File: config.mk
export PLATFORM = sky130hd
export DESIGN_NAME = weapon_controller_flat
export DESIGN_NICKNAME = d
export VERILOG_FILES = /design/src/rtl/game_pkg.sv /design/src/rtl/weapon_controller_if.sv /design/src/rtl/weapon_controller_edge_detect.sv /design/src/rtl/weapon_controller.sv /design/src/flat_wrapper.sv
export SDC_FILE = /design/constraint.sdc
export NUM_CORES = 1
export LEC_CHECK = 0
export CORE_MARGIN = 1.5
export CORE_UTILIZATION = 45
export DETAILED_ROUTE_END_ITERATION = 12
export GPL_TIMING_DRIVEN = 0
export PLACE_DENSITY = 0.71
export SYNTH_ARGS = -nofsm -noshare
export SYNTH_HDL_FRONTEND = slang
export SYNTH_SLANG_ARGS = --single-unit
export TNS_END_PERCENT = 100
File: constraint.sdc
create_clock -name clk -period 3.3 [get_ports clk]
set_input_delay 0.66 -clock clk [delete_from_list [all_inputs] [get_ports clk]]
set_output_delay 0.66 -clock clk [all_outputs]
set_load 0.05 [all_outputs]
File: src/rtl/game_pkg.sv
// Shared fire-interface encodings, shot costs and weapon FSM states.
// Imported by both the weapon controller and the enemy controller.
package game_pkg;

  localparam int ANGLE_W = 4;

  localparam logic [1:0] FM_SPRAY  = 2'b00;
  localparam logic [1:0] FM_NARROW = 2'b01;

  localparam logic [3:0] COST_SPRAY  = 4'd1;
  localparam logic [3:0] COST_NARROW = 4'd2;

  typedef enum logic [1:0] {
    ST_IDLE,
    ST_FIRE,
    ST_COOLDOWN,
    ST_RELOAD
  } wc_state_e;

  function automatic logic [3:0] shot_cost(input logic [1:0] mode);
    return (mode == FM_NARROW) ? COST_NARROW : COST_SPRAY;
  endfunction

endpackage

File: src/rtl/weapon_controller_if.sv
// Button inputs and fire-interface outputs of the weapon controller.
// The master modport is the weapon controller side.
interface weapon_controller_if;
  import game_pkg::*;

  logic               tick;
  logic               btn_fire;
  logic               btn_left;
  logic               btn_right;
  logic               btn_mode;
  logic               fire;
  logic [ANGLE_W-1:0] fire_angle;
  logic [1:0]         fire_mode;
  logic [3:0]         ammo;
  logic               busy;

  modport master (
    input  tick, btn_fire, btn_left, btn_right, btn_mode,
    output fire, fire_angle, fire_mode, ammo, busy
  );

  modport slave (
    output tick, btn_fire, btn_left, btn_right, btn_mode,
    input  fire, fire_angle, fire_mode, ammo, busy
  );

endinterface

File: src/rtl/weapon_controller_edge_detect.sv
// 1-bit rising-edge detector. Stays disarmed for one cycle after reset so a
// button held through reset does not produce an edge.
module edge_detect (
  input  logic clk,
  input  logic reset_n,
  input  logic d,
  output logic rise
);

  logic prev_q;
  logic arm_q;

  always_ff @(posedge clk or negedge reset_n) begin
    if (!reset_n) begin
      prev_q <= 1'b0;
      arm_q  <= 1'b0;
    end else begin
      prev_q <= d;
      arm_q  <= 1'b1;
    end
  end

  assign rise = d & ~prev_q & arm_q;

endmodule

File: src/rtl/weapon_controller.sv
// Weapon controller: aim, mode, magazine, cooldown and reload timing that
// drive the fire / fire_angle / fire_mode interface to the enemy controller.
module weapon_controller
  import game_pkg::*;
#(
  parameter int MAG_SIZE     = 8,
  parameter int CD_SPRAY     = 4,
  parameter int CD_NARROW    = 8,
  parameter int RELOAD_TICKS = 16
) (
  input  logic                clk,
  input  logic                reset_n,
  weapon_controller_if.master bus
);

  localparam logic [3:0] MAG_FULL   = 4'(MAG_SIZE);
  localparam logic [4:0] CNT_SPRAY  = 5'(CD_SPRAY);
  localparam logic [4:0] CNT_NARROW = 5'(CD_NARROW);
  localparam logic [4:0] CNT_RELOAD = 5'(RELOAD_TICKS);

  wc_state_e          state_q, state_d;
  logic [4:0]         cnt_q, cnt_d;
  logic [3:0]         ammo_q, ammo_d;
  logic [ANGLE_W-1:0] angle_q, angle_d;
  logic [1:0]         mode_q, mode_d;
  logic               fire_rise;
  logic               mode_rise;
  logic [3:0]         cost;

  edge_detect u_fire_edge (.clk(clk), .reset_n(reset_n), .d(bus.btn_fire), .rise(fire_rise));
  edge_detect u_mode_edge (.clk(clk), .reset_n(reset_n), .d(bus.btn_mode), .rise(mode_rise));

  assign cost = shot_cost(mode_q);

  always_ff @(posedge clk or negedge reset_n) begin
    if (!reset_n) begin
      state_q <= ST_IDLE;
      cnt_q   <= '0;
      ammo_q  <= MAG_FULL;
      angle_q <= '0;
      mode_q  <= FM_SPRAY;
    end else begin
      state_q <= state_d;
      cnt_q   <= cnt_d;
      ammo_q  <= ammo_d;
      angle_q <= angle_d;
      mode_q  <= mode_d;
    end
  end

  always_comb begin
    state_d = state_q;
    cnt_d   = cnt_q;
    ammo_d  = ammo_q;
    angle_d = angle_q;
    mode_d  = mode_q;

    // Aim is frozen during the FIRE cycle so the angle is stable with the pulse.
    if (bus.tick && (state_q != ST_FIRE)) begin
      if (bus.btn_right && !bus.btn_left)      angle_d = angle_q + 1'b1;
      else if (bus.btn_left && !bus.btn_right) angle_d = angle_q - 1'b1;
    end

    unique case (state_q)
      ST_IDLE: begin
        if (mode_rise) begin
          mode_d = (mode_q == FM_SPRAY) ? FM_NARROW : FM_SPRAY;
        end else if (fire_rise) begin
          if (ammo_q >= cost) begin
            state_d = ST_FIRE;
          end else begin
            state_d = ST_RELOAD;
            cnt_d   = CNT_RELOAD;
          end
        end
      end
      ST_FIRE: begin
        ammo_d  = ammo_q - cost;
        cnt_d   = (mode_q == FM_NARROW) ? CNT_NARROW : CNT_SPRAY;
        state_d = ST_COOLDOWN;
      end
      ST_COOLDOWN: begin
        if (bus.tick) begin
          if (cnt_q == 5'd1) begin
            if (ammo_q == 4'd0) begin
              state_d = ST_RELOAD;
              cnt_d   = CNT_RELOAD;
            end else begin
              state_d = ST_IDLE;
              cnt_d   = '0;
            end
          end else begin
            cnt_d = cnt_q - 5'd1;
          end
        end
      end
      ST_RELOAD: begin
        if (bus.tick) begin
          if (cnt_q == 5'd1) begin
            ammo_d  = MAG_FULL;
            state_d = ST_IDLE;
            cnt_d   = '0;
          end else begin
            cnt_d = cnt_q - 5'd1;
          end
        end
      end
      default: state_d = ST_IDLE;
    endcase
  end

  assign bus.fire       = (state_q == ST_FIRE);
  assign bus.busy       = (state_q == ST_COOLDOWN) || (state_q == ST_RELOAD);
  assign bus.fire_angle = angle_q;
  assign bus.fire_mode  = mode_q;
  assign bus.ammo       = ammo_q;

endmodule

File: src/flat_wrapper.sv
// flat-port wrapper written by rule: the top's interface ports become plain ports
module weapon_controller_flat import game_pkg::*;
#(
  parameter int MAG_SIZE     = 8,
  parameter int CD_SPRAY     = 4,
  parameter int CD_NARROW    = 8,
  parameter int RELOAD_TICKS = 16
)
  (clk, reset_n, bus_tick, bus_btn_fire, bus_btn_left, bus_btn_right, bus_btn_mode, bus_fire, bus_fire_angle, bus_fire_mode, bus_ammo, bus_busy);
  weapon_controller_if bus_i ();
  input  logic clk;
  input  logic reset_n;
  input wire logic [$bits(bus_i.tick)-1:0] bus_tick;
  input wire logic [$bits(bus_i.btn_fire)-1:0] bus_btn_fire;
  input wire logic [$bits(bus_i.btn_left)-1:0] bus_btn_left;
  input wire logic [$bits(bus_i.btn_right)-1:0] bus_btn_right;
  input wire logic [$bits(bus_i.btn_mode)-1:0] bus_btn_mode;
  output wire logic [$bits(bus_i.fire)-1:0] bus_fire;
  output wire logic [$bits(bus_i.fire_angle)-1:0] bus_fire_angle;
  output wire logic [$bits(bus_i.fire_mode)-1:0] bus_fire_mode;
  output wire logic [$bits(bus_i.ammo)-1:0] bus_ammo;
  output wire logic [$bits(bus_i.busy)-1:0] bus_busy;
  assign bus_i.tick = bus_tick;
  assign bus_i.btn_fire = bus_btn_fire;
  assign bus_i.btn_left = bus_btn_left;
  assign bus_i.btn_right = bus_btn_right;
  assign bus_i.btn_mode = bus_btn_mode;
  assign bus_fire = bus_i.fire;
  assign bus_fire_angle = bus_i.fire_angle;
  assign bus_fire_mode = bus_i.fire_mode;
  assign bus_ammo = bus_i.ammo;
  assign bus_busy = bus_i.busy;
  weapon_controller #(.MAG_SIZE(MAG_SIZE), .CD_SPRAY(CD_SPRAY), .CD_NARROW(CD_NARROW), .RELOAD_TICKS(RELOAD_TICKS)) u_core (.clk(clk), .reset_n(reset_n), .bus(bus_i));
endmodule
==> results.cfg <==
[logic_synthesis]
synth_compound_area_frac = 0.194
synth_area_mm2 = 0.00119
synth_cells = 114
synth-seq-cells = 19
syn_nets = 130
synth_warnings = 0
synth.avg_cell_area_um2 = 10.5
synth_top_family_by_area = compound AO/OA/AOI/OAI gates
synthMuxAreaShare = 0.0472
synth_simple_gate_area_frac = 0.154
yosysUniqueCellTypes = 45
synth-seq-area-share = 0.400
synth_adder_area_share = 0.107
synth-xor-area-share = 0.0294

[timing]
worst_pin_slew_ps = 847
rsz0062_at_grt = no
finClkSkew_ps = 6.41
max_freq_mhz = 371
slew_violations = 0
slew_headroom = 0.434
min_period_ps = 2700
fin_tns_setup_ps = 0
hold_viol = 0
setup_viol = 0
period_share = 0.818

[critical_path]
r2r_end = u_core.cnt_q[0]
required_ps = 2640
startpoint_type = register
r2r_cells = 8
crit_path_max_fanout = 7
crit_path_end_kind = output port
criticalPathCategory = reg -> out
crit_arrival_ps = 2040
reg2reg_from = u_core.bus.fire_mode[0]
setup.worst_path.start = u_core.state_q[1]
rrSetupSlack_ps = 850

[clock_tree]
hold_buffers = 0
clk_pin_slew_worst_paths_ps = 110
cts_buffer_depth = 2
cts_resized = 0
cts_tree = yes
insertion_delay_ps = 300
cts_sinks = 19
numCtsBuffers = 3
cts-root-buf = clkbuf_4
post_cts_buffers = 0
h-tree-depth = 1

[cells_and_area]
final_cell_area_mm2 = 0.00143
multi_input_area_um2 = 642
seqCellArea_um2 = 477
drive_above_1_share = 0.133
nets = 152
most-common-layout-cells = dfrtp_1 (18), clkdlybuf4s50_1 (17), inv_1 (11)
diodes = 0
final_common_cell = dfrtp_1
nFillCells = 238
synthToLayoutAreaGrowth_pct = 19.6

[global_route]
antenna_found_initial = 0
grt_overflow_total = 0
grt_max_degree = 20
grt_pass1_vias = 842
grt_first_pass_wirelength_mm = 3.57
grtUsageTotal = 0.174

[power_and_ir_drop]
peakVddDrop_mv = 0.604
p_leak_uw = 0.000619
powerDensity_mw_per_mm2 = 990
power.total_uw = 1410

[min_path]
hold_start = u_core.bus.fire_angle[3]
worst_hold_path_type = reg -> reg
worstHoldPathCells = 1
whs_endpoint = u_core.bus.fire_angle[3]

[route]
wl_per_cell_um = 13.2
finalWirelength_mm = 2.18
vias_per_cell = 5.38
ant_nets = 0
dr.pass1.iters = 4
drc = 0
vias = 887
drtIter0Drc = 18

[floorplan]
dieArea_mm2 = 0.00297
start_util = 0.477
ios = 19
die_h_um = 54.5
fp.dieW_um = 54.5
rows = 18
core_area_mm2 = 0.00250

[placed_design]
dp_hpwl_mm = 1.67
place_congestion = 0.820
numPortBuffers = 17
postPlaceCellArea_mm2 = 0.00140

[run_status]
status = complete, no violations

[run]
max_cap_viol_count = 0
==> report_power, final <==
| part | switching [uW] | internal, uW |
|---|---|---|
| combinational | 502 | 355 |
| sequential | 107 | 328 |
| clock | 72.3 | 47.1 |
==> area by class of cell <==
type / count / share of cell area
Clock buffer: 4 / 0.0184
Tap cell: 30 / 0.0263
Buffer: 5 / 0.0202
Timing Repair Buffer: 17 / 0.119
Inverter: 12 / 0.0316
Sequential cell: 19 / 0.334
Multi-Input combinational cell: 78 / 0.450
==> metrics by stage <==
stage                      util  instances  setup slack, ps  hold slack [ps]
after floorplan               -        114              884              364
final                     0.571        165              601              484
after detailed placement  0.560        161              654              468
after global placement    0.560        161              740              462
after CTS                 0.571        165              599              489
after global routing      0.571        165              490              502
==> registers in the layout, indices dropped and copies added (netlist names) <==
name / cells
u_core.state_q: 2
u_core.cnt_q: 5
u_core.bus.fire_angle: 4
u_core.bus.ammo: 4
u_core.bus.fire_mode: 1
u_core.u_fire_edge.arm_q: 1
u_core.u_mode_edge.prev_q: 1
u_core.u_fire_edge.prev_q: 1
==> logic make-up after synthesis <==
logic type	Yosys count
flops	19
buf+inv	17
mux	5
other cells	2
simple gates	32
compound gates	26
fa+ha+maj	9
xor+xnor	4
==> worst max-delay path by stage <==
stage	endpoint	slack [ps]	cells past startpoint
global placement	u_core.bus.fire_angle[3]	740	8
floorplan	u_core.cnt_q[0]	880	8
global route	bus_fire	490	4
CTS	bus_fire	600	4
finish	bus_fire	600	4
detailed placement	u_core.bus.fire_angle[3]	650	8
==> layer usage <==
| metal | track usage | vias up | wire length, um |
|---|---|---|---|
| li1 | - | 441 | - |
| met1 | 0.207 | 427 | 1020 |
| met2 | 0.303 | 15 | 1060 |
| met3 | 0.0328 | 4 | 69 |
| met4 | 0.0750 | 0 | 25 |
| met5 | 0 | - | 0 |
==> cell usage after synthesis (all sizes together) <==
cell type  count  area (um2)
conb           2        7.51
mux2           2        26.3
fa             2        40.0
o21ai          2        10.0
nand3          5        25.0
buf            3        20.0
or4b           1        10.0
nor3b          1        7.51
dfstp          1        26.3
a2111oi        2        36.3
or2            1        6.26
o311ai         1        8.76
nor2           8        30.0
a21o           1        7.51
ha             7        87.6
and3b          1        8.76
xor2           1        8.76
or4            1        7.51
o22ai          1        6.26
nand2b         3        18.8
nor4b          1        23.8
inv           12        45.0
nand2          5        21.3
clkbuf         2        8.75
nor3           5        25.0
xnor2          3        26.3
a22oi          1        12.5
dfrtp         18         450
a31oi          2        27.5
a21oi          9        56.3
a22o           1        8.76
a21bo          1        10.0
o2bb2ai        2        17.5
a41o           1        10.0
o211ai         1        12.5
mux2i          3        30.0
a211oi         1        7.51
==> critical path, cell delays in order (launching register included) <==
cell and delay (ps):
dfrtp_1 420, inv_2 160, nand2_1 130, inv_1 180, clkdlybuf4s50_1 830
Power figures use the tool's default switching activity.
